**src/rtl/vga_text_renderer.sv**
```systemverilog
// Text-mode pixel stage: turns timing-generator coordinates into character-cell
// RGB through a char RAM and font ROM, with per-cell inverse and a blinking cursor.
module vga_text_renderer #(
  parameter int          H_RES      = 640,
  parameter int          V_RES      = 480,
  parameter int          COLS       = 80,
  parameter logic [8:0]  FG_COLOR   = 9'h1FF,
  parameter logic [8:0]  BG_COLOR   = 9'h000,
  parameter int          BLINK_LOG2 = 5
) (
  input  logic        clk,
  input  logic        rst,
  input  logic [10:0] x_in,
  input  logic [10:0] y_in,
  input  logic        hs_in,
  input  logic        vs_in,
  output logic [11:0] char_addr,
  input  logic [7:0]  char_data,
  output logic [10:0] font_addr,
  input  logic [7:0]  font_data,
  input  logic        cursor_en,
  input  logic [6:0]  cursor_col,
  input  logic [4:0]  cursor_row,
  output logic [8:0]  rgb,
  output logic        hs_out,
  output logic        vs_out
);

  localparam logic [10:0] H_LIM   = 11'(H_RES);
  localparam logic [10:0] V_LIM   = 11'(V_RES);
  localparam logic [6:0]  COL_LIM = 7'(COLS);
  localparam logic [5:0]  ROW_LIM = 6'(V_RES / 16);

  function automatic logic [8:0] pixel_color(input logic act, input logic on);
    if (!act) return 9'h000;
    return on ? FG_COLOR : BG_COLOR;
  endfunction

  // S0 state
  logic [11:0] char_addr_q, char_addr_d;
  logic [2:0]  xl_p0_q;
  logic [3:0]  yl_p0_q;
  logic [6:0]  col_p0_q;
  logic [5:0]  row_p0_q;
  logic        act_p0_q, hs_p0_q, vs_p0_q;
  logic        act_d;

  // S1 state
  logic [10:0] font_addr_q, font_addr_d;
  logic        inv_p1_q;
  logic [2:0]  xl_p1_q;
  logic [3:0]  yl_p1_q;
  logic [6:0]  col_p1_q;
  logic [5:0]  row_p1_q;
  logic        act_p1_q, hs_p1_q, vs_p1_q;

  // S2 state
  logic [8:0]  rgb_q, rgb_d;
  logic        hs_p2_q, vs_p2_q;

  logic [BLINK_LOG2:0] frame_cnt_q, frame_cnt_d;
  logic        blink, vs_fall;
  logic        pix, cell_hit, cur, on;
  logic [11:0] row_w, col_w;

  // ---- S0: cell address from incoming coordinates
  always_comb begin
    act_d = (x_in < H_LIM) && (y_in < V_LIM);
    row_w = {5'd0, y_in[10:4]};
    col_w = {4'd0, x_in[10:3]};
    // row*80 as two shifts keeps the multiplier out of the pixel path
    char_addr_d = act_d ? ((row_w << 6) + (row_w << 4) + col_w) : 12'd0;
  end

  always_ff @(posedge clk or negedge rst) begin
    if (!rst) begin
      char_addr_q <= 12'd0;
      xl_p0_q     <= 3'd0;
      yl_p0_q     <= 4'd0;
      col_p0_q    <= 7'd0;
      row_p0_q    <= 6'd0;
      act_p0_q    <= 1'b0;
      hs_p0_q     <= 1'b1;
      vs_p0_q     <= 1'b1;
    end else begin
      char_addr_q <= char_addr_d;
      xl_p0_q     <= x_in[2:0];
      yl_p0_q     <= y_in[3:0];
      col_p0_q    <= x_in[9:3];
      row_p0_q    <= y_in[9:4];
      act_p0_q    <= act_d;
      hs_p0_q     <= hs_in;
      vs_p0_q     <= vs_in;
    end
  end

  // Frame counter advances on the vsync falling edge seen at the input
  always_comb begin
    vs_fall     = vs_p0_q & ~vs_in;
    frame_cnt_d = frame_cnt_q + {{BLINK_LOG2{1'b0}}, vs_fall};
    blink       = frame_cnt_q[BLINK_LOG2];
  end

  always_ff @(posedge clk or negedge rst) begin
    if (!rst) frame_cnt_q <= '0;
    else      frame_cnt_q <= frame_cnt_d;
  end

  // ---- S1: char RAM data in, font address out
  always_comb begin
    font_addr_d = {char_data[6:0], yl_p0_q};
  end

  always_ff @(posedge clk or negedge rst) begin
    if (!rst) begin
      font_addr_q <= 11'd0;
      inv_p1_q    <= 1'b0;
      xl_p1_q     <= 3'd0;
      yl_p1_q     <= 4'd0;
      col_p1_q    <= 7'd0;
      row_p1_q    <= 6'd0;
      act_p1_q    <= 1'b0;
      hs_p1_q     <= 1'b1;
      vs_p1_q     <= 1'b1;
    end else begin
      font_addr_q <= font_addr_d;
      inv_p1_q    <= char_data[7];
      xl_p1_q     <= xl_p0_q;
      yl_p1_q     <= yl_p0_q;
      col_p1_q    <= col_p0_q;
      row_p1_q    <= row_p0_q;
      act_p1_q    <= act_p0_q;
      hs_p1_q     <= hs_p0_q;
      vs_p1_q     <= vs_p0_q;
    end
  end

  // ---- S2: font bit select, cursor overlay, colour
  always_comb begin
    pix      = font_data[3'd7 - xl_p1_q];
    // out-of-range cursor coordinates must never light a cell
    cell_hit = (col_p1_q == cursor_col) && (row_p1_q == {1'b0, cursor_row}) &&
               (cursor_col < COL_LIM) && ({1'b0, cursor_row} < ROW_LIM);
    cur      = cursor_en & blink & cell_hit & (yl_p1_q >= 4'd14);
    on       = pix ^ inv_p1_q ^ cur;
    rgb_d    = pixel_color(act_p1_q, on);
  end

  always_ff @(posedge clk or negedge rst) begin
    if (!rst) begin
      rgb_q   <= 9'h000;
      hs_p2_q <= 1'b1;
      vs_p2_q <= 1'b1;
    end else begin
      rgb_q   <= rgb_d;
      hs_p2_q <= hs_p1_q;
      vs_p2_q <= vs_p1_q;
    end
  end

  assign char_addr = char_addr_q;
  assign font_addr = font_addr_q;
  assign rgb       = rgb_q;
  assign hs_out    = hs_p2_q;
  assign vs_out    = vs_p2_q;

endmodule

```
**config.mk**
```make
export PLATFORM = sky130hd
export DESIGN_NAME = vga_text_renderer
export DESIGN_NICKNAME = d
export VERILOG_FILES = /design/src/rtl/vga_text_renderer.sv
export SDC_FILE = /design/constraint.sdc
export NUM_CORES = 1
export LEC_CHECK = 0
export CAP_MARGIN = 20
export CORE_MARGIN = 5
export CORE_UTILIZATION = 30
export CTS_BUF_LIST = sky130_fd_sc_hd__clkbuf_4 sky130_fd_sc_hd__clkbuf_8
export DETAILED_ROUTE_END_ITERATION = 10
export HOLD_SLACK_MARGIN = 0.03
export REMOVE_ABC_BUFFERS = 1
export SLEW_MARGIN = 10
export SYNTH_ARGS = -nofsm -noshare
export SYNTH_HDL_FRONTEND = slang
export SYNTH_SLANG_ARGS = --single-unit
```
**constraint.sdc**
```tcl
create_clock -name clk -period 3.38 [get_ports clk]
set_input_delay 0.338 -clock clk [delete_from_list [all_inputs] [get_ports clk]]
set_output_delay 0.338 -clock clk [all_outputs]
set_load 0.01 [all_outputs]
```
==> key figures, run 1 <==
Power
  • Reg power frac: 0.507
  • Clock share of power: 0.365
  • Power density over the cells: 508 mW/mm^2
  • Combinational Power Share: 0.128
  • Leakage power: 1.72 nW
  • P_int: 0.00153 W
  • Net Sw Frac: 0.228
  • Worst VDD drop: 163 uV
  • Switching Power: 0.000452 W

Place
  • Dpl hpwl: 4.08 mm
  • Port Buf Inserts: 88
  • Placed Area: 0.00368 mm^2
  • Gp weighted congestion: 0.821

Clock network
  • Post-CTS Setup Bufs: 0
  • Reg clk slew, reported paths: 0.07 ns
  • H-tree level count: 3
  • Cts repair resizes: 0
  • CTS Sinks: 75
  • Clk_lat worst skew: 0.34 ns
  • Hold buffer count at cts: 0
  • CTS tree: built
  • Clk root buf: clkbuf_8
  • Clk buf depth: 2
  • Clock buffer count from CTS: 9

Global route
  • Gr usage total: 0.106
  • Initial antenna violation count: 0
  • Vias in the first global route: 1821
  • First-pass GRT wire length: 9.06 mm
  • Largest net degree at the start of global routing: 76
  • Grt ovf: 0

Worst setup path
  • Crit path capture type: flop
  • Crit path launch type: input port
  • Worst Path Arrival: 2.61 ns
  • Reg-to-Reg Start: xl_p1_q[1]
  • CP startpoint: y_in[5]
  • WS Path Type: in2reg
  • FF-to-FF setup slack: 1.63 ns
  • Crit path to: char_addr[11]
  • Worst Path Max Fanout: 4
  • CP required: 3.64 ns
  • FF-to-FF End: rgb[7]
  • FF-to-FF path depth: 5

Hold path
  • Hold crit path type: in2async

Synthesis
  • Top post-synthesis cells by area: dfrtp_1, ha_1, dfstp_2, xnor2_1, xor2_1
  • Post-Syn Area per Cell: 15.1 um^2
  • Largest area contributor in the netlist: dfrtp_1
  • Distinct cells, synth: 32
  • Synth async-reset ratio: 1.00
  • Post-synth design cell area: 0.00273 mm^2
  • Flops & latches, synth: 75
  • Yosys warns: 0
  • Top_reg_cell synth: dfrtp_1
  • Top cell type's share of synthesized area: 0.633
  • Sequential-to-total area share from yosys stat: 0.691
  • Cell count after synthesis: 181
  • EDFF count, synth: 0

Layout
  • Layout cells sized above 1: 0.0939
  • NumNets Final: 343
  • # diodes: 0
  • Layout area overhead: 42.9%
  • Fillers: 829
  • Post-route cell area: 0.00390 mm^2
  • Final cell utilization of the core: 0.442

Route
  • Vias per inst: 4.29
  • Detailed-router iteration count before antenna repair: 3
  • Routed Wire Length: 5.46 mm
  • DR WL/cell: 14.2 um
  • DRC: 0
  • Vias: 1651
  • Initial drt markers: 55
  • Antenna viol nets, final: 0

STA
  • Total negative slack: 0 ns
  • Final Hold Fails: 0
  • Min Hold Slack: 0.146 ns
  • Period utilization: 0.698
  • Worst-Margin Slew: 0.912 ns
  • RSZ-0062 raised after global routing: no
  • Setup-failing EPs final: 0
  • Min Clock Period, post-route: 2.36 ns
  • Final slew viol count: 0
  • Peak Freq: 424 MHz
  • Slew Limit Headroom: 0.392
  • Setup Skew: 0.00622 ns

Job
  • Max-cap violation count: 0

Die
  • Row cnt: 34
  • # IOs: 89
  • Starting Density: 0.310
  • Die width: 105 um
  • Die Height: 105 um
  • Die ar.: 0.0111 mm^2
  • Core footprint: 0.00881 mm^2

Outcome
  • Outcome: finished clean
-- state kept, by name, summed over array words and instances (netlist names), 3 cells and up --
name	count
char_addr	12
font_addr	8
col_p0_q	7
col_p1_q	7
frame_cnt_q	6
row_p0_q	6
row_p1_q	6
yl_p0_q	4
xl_p0_q	3
xl_p1_q	3
yl_p1_q	3
-- cell type report --
type / instances / area, um^2 / area share
clock buffers: 13 / 173 / 0.0443
multi-input cells: 87 / 741 / 0.190
flip-flops and latches: 75 / 1880 / 0.484
inverters: 11 / 41.3 / 0.0106
well taps: 108 / 135 / 0.0347
repair buffers: 88 / 878 / 0.225
clock inverters: 3 / 43.8 / 0.0112
-- Yosys cell counts (3+ instances only) --
cell type,number
dfrtp_1,69
ha_1,13
xnor2_1,11
inv_1,9
buf_4,8
xor2_1,8
and2_1,6
dfstp_2,6
a21oi_1,5
nand2_1,5
nor2_1,5
nor2b_1,5
fa_1,3
nand3_1,3
nand4_1,3
o21ai_1,3
-- cell families after synthesis --
| family | Yosys count | synth area share |
|---|---|---|
| flip-flops | 75 | 0.691 |
| multiplexers | 3 | 0.0229 |
| AND/OR/NAND/NOR | 35 | 0.0748 |
| adder cells (fa/ha/maj) | 16 | 0.0817 |
| buffers and inverters | 19 | 0.0372 |
| AO/OA/AOI/OAI | 14 | 0.0312 |
| XOR/XNOR | 19 | 0.0610 |
-- how the worst min path moves through the flow --
stage / startpoint / end / slack, ns / cells past startpoint
3_3_place_gp: yl_p0_q[0] / yl_p1_q[0] / 0.33 / 0
5_1_grt: rst / font_addr[4] / 0.22 / 1
4_1_cts: rst / font_addr[10] / 0.17 / 1
2_1_floorplan: rst / act_p0_q / 0.04 / 0
3_5_place_dp: col_p0_q[3] / col_p1_q[3] / 0.33 / 0
6_report: rst / font_addr[3] / 0.15 / 1
-- power by group through the flow --
stage          sequential [W]  clock [W]  combinational, W
5_1_grt               0.00101   0.000800          0.000287
3_5_place_dp          0.00102          0          0.000260
4_1_cts               0.00101   0.000756          0.000261
3_3_place_gp          0.00102          0          0.000253
6_report              0.00100   0.000722          0.000254
2_1_floorplan         0.00102          0          0.000107
-- critical path: stages --
cell and delay, ns:
clkdlybuf4s50_1 0.56, fa_1 0.45, ha_1 0.33, nor2b_1 0.16, o21ai_1 0.16, a21oi_1 0.10, or3_1 0.36, a21oi_1 0.14
-- through the flow --
| step | setup WS, ns | total power (W) | cells |
|---|---|---|---|
| 6_report | 1.02 | 0.00198 | 385 |
| 4_1_cts | 1.06 | 0.00202 | 385 |
| 3_5_place_dp | 0.696 | 0.00128 | 369 |
| 3_3_place_gp | 0.737 | 0.00127 | 369 |
| 2_1_floorplan | 1.33 | 0.00113 | 173 |
| 5_1_grt | 0.917 | 0.00210 | 385 |
-- metal layers --
| metal | track usage | wire (um) | up-vias |
|---|---|---|---|
| met1 | 0.140 | 2520 | 809 |
| met3 | 0.0367 | 308 | 7 |
| li1 | - | - | 778 |
| met2 | 0.158 | 2560 | 57 |
| met5 | 0 | 0 | - |
| met4 | 0.0478 | 79 | 0 |
-- placed cells by master, fill, tap and decap left out, types with 2 or more instances in the layout --
cell             synthesis  layout
nand3_1                  3       3
a21oi_1                  5       5
nor2_1                   5       5
nand2_1                  5       5
a21o_1                   2       2
nor3_1                   2       2
clkdlybuf4s50_1          0      87
xnor2_1                 11      11
inv_1                    9       9
nor2b_1                  5       5
ha_1                    13      13
dfrtp_1                 69      69
mux4_1                   2       2
fa_1                     3       3
o21ai_1                  3       3
nand4_1                  3       3
dfstp_2                  6       6
xor2_1                   8       8
and2_1                   6       6
clkbuf_8                 0      12
Power figures use the tool's default switching activity.
==> inputs of run 2 (changes only) <==
- clock period: 3.38 -> 2 ns (I/O delays scaled with it)
==> run 2 against run 1 <==
Against the previous run:
- non-clock buffer count increased by 22
- clock power increased by 34%
- sequential power increased by 70%
- cell area increased by 3.5%
- flip-flop and latch count unchanged
- count of clock-buffer cells in the layout decreased by 3
- global-route usage increased by 0.26 points
- via count increased by 3.9%
- critical path depth increased by 3
- clock skew about the same
- largest cell class unchanged
- highest routed layer unchanged
==> key figures, run 2 (synthesized netlist as in run 1, its figures left out) <==
Outcome
  • Outcome: finished clean

Worst setup path
  • FF-to-FF End: rgb[7]
  • Crit path to: char_addr[9]
  • Worst Path Arrival: 2.17 ns
  • Reg-to-Reg Start: xl_p1_q[1]
  • WS Path Type: in2reg
  • CP required: 2.23 ns
  • Crit path launch type: input port
  • FF-to-FF path depth: 5
  • Crit path capture type: flop
  • CP startpoint: x_in[8]
  • FF-to-FF setup slack: 0.26 ns
  • Worst Path Max Fanout: 2

Power
  • Leakage power: 1.80 nW
  • Clock share of power: 0.306
  • Combinational Power Share: 0.156
  • P_int: 0.00238 W
  • Net Sw Frac: 0.245
  • Reg power frac: 0.538
  • Switching Power: 0.000775 W
  • Power density over the cells: 783 mW/mm^2
  • Worst VDD drop: 311 uV

STA
  • Total negative slack: 0 ns
  • Final slew viol count: 0
  • Min Clock Period, post-route: 1.94 ns
  • Setup-failing EPs final: 0
  • Setup Skew: 0.00580 ns
  • Final Hold Fails: 0
  • Slew Limit Headroom: 0.520
  • Peak Freq: 515 MHz
  • Period utilization: 0.971
  • Worst-Margin Slew: 0.720 ns

Clock network
  • CTS Sinks: 75
  • Reg clk slew, reported paths: 0.08 ns
  • Clock buffer count from CTS: 9
  • CTS tree: built
  • Clk root buf: clkbuf_8
  • H-tree level count: 3
  • Clk_lat worst skew: 0.33 ns
  • Clk buf depth: 2

Route
  • Antenna viol nets, final: 0
  • DRC: 0
  • Vias: 1715
  • Routed Wire Length: 5.52 mm
  • DR WL/cell: 13.6 um
  • Vias per inst: 4.22
  • Detailed-router iteration count before antenna repair: 4
  • Initial drt markers: 50

Job
  • Max-cap violation count: 0

Hold path
  • Hold crit path type: in2reg

Die
  • Die Height: 105 um
  • Core footprint: 0.00881 mm^2
  • Starting Density: 0.310
  • Row cnt: 34
  • Die ar.: 0.0111 mm^2
  • Die width: 105 um
  • # IOs: 89

Layout
  • Post-route cell area: 0.00403 mm^2
  • Layout cells sized above 1: 0.181
  • Fillers: 804
  • Layout area overhead: 48.0%
  • NumNets Final: 365
  • # diodes: 0
  • Number of flip-flops in the largest register: 12
  • Final cell utilization of the core: 0.458
  • Most frequent cells in the layout: clkdlybuf4s50_1, dfrtp_1, buf_4
  • Layout Cells excl Fill: 406
  • Most common cell after layout, fill and taps aside: clkdlybuf4s50_1

Place
  • Post-placement cell count: 388
  • Gp weighted congestion: 0.799
  • Placed Area: 0.00383 mm^2
  • Dpl hpwl: 4.14 mm
  • Port Buf Inserts: 88

Global route
  • Grt ovf: 0
  • Vias in the first global route: 1904
  • Initial antenna violation count: 0
  • First-pass GRT wire length: 9.18 mm
  • Gr usage total: 0.109
  • Largest net degree at the start of global routing: 58
## run 2: changes by cell type in the layout (fill, tap and decap cells not counted), sizes merged
cell	change
clkdlybuf4s50	-6
dlygate4sd2	+6
dlygate4sd3	+1
clkinv	+3
clkinvlp	+1
buf	+21
clkbuf	-3
inv	-1
bufinv	-1
## run 2: area by class of cell
| class | count | area [um^2] | share of cell area |
|---|---|---|---|
| clock buffer | 10 | 131 | 0.0326 |
| clock inverter | 5 | 31.3 | 0.00775 |
| inverter | 11 | 41.3 | 0.0102 |
| multi-input combinational | 87 | 759 | 0.188 |
| sequential | 75 | 1880 | 0.467 |
| tap | 108 | 135 | 0.0335 |
| timing repair buffer | 110 | 1050 | 0.261 |
## run 2: worst min path at each step
stage,startpoint,endpoint,depth (start not counted),slack [ns]
after floorplan,rst,act_p0_q,0,-0.1
after global placement,rst,font_addr[10],1,0.31
after detailed placement,rst,frame_cnt_q[0],1,0.32
after CTS,x_in[9],col_p0_q[6],2,0.21
after global routing,x_in[9],col_p0_q[6],2,0.22
final,x_in[9],col_p0_q[6],2,0.24
## run 2: what timing repair did
item | 4_1_cts | 5_1_grt
hold buffers | 1 | 0
resized for setup | 10 | 4
pin swaps | 7 | 1
setup endpoints to repair | 4 | 2
hold endpoints to repair | 50 | 0
buffers inserted | 2 | 0
## run 2: layer usage
metal	track usage	share of wire
met5	0	0
met4	0.0487	0.017
met3	0.0458	0.065
met2	0.158	0.46
met1	0.141	0.46
## run 2: power groups by stage
stage	logic [W]	clock network [W]	registers (W)
floorplan	0.000182	0	0.00173
global placement	0.000471	0	0.00173
detailed placement	0.000482	0	0.00173
CTS	0.000496	0.00102	0.00170
global route	0.000555	0.00111	0.00171
finish	0.000493	0.000968	0.00170
## run 2: worst max-delay path, stage by stage
cell	delay (ns)
clkdlybuf4s50_1	0.43
ha_1	0.30
ha_2	0.18
inv_2	0.04
fa_2	0.39
nor2b_2	0.16
o21ai_2	0.09
buf_4	0.13
nand2_1	0.07
xnor2_1	0.11
nor2_1	0.06
## run 2: through the flow
step | total power, W | setup slack (ns) | hold slack, ns
3_5_place_dp | 0.00221 | -0.511 | 0.322
5_1_grt | 0.00338 | -0.00505 | 0.217
4_1_cts | 0.00322 | 0.0243 | 0.215
6_report | 0.00316 | 0.0580 | 0.237
3_3_place_gp | 0.00220 | -0.474 | 0.307
2_1_floorplan | 0.00191 | 0.0922 | -0.0956
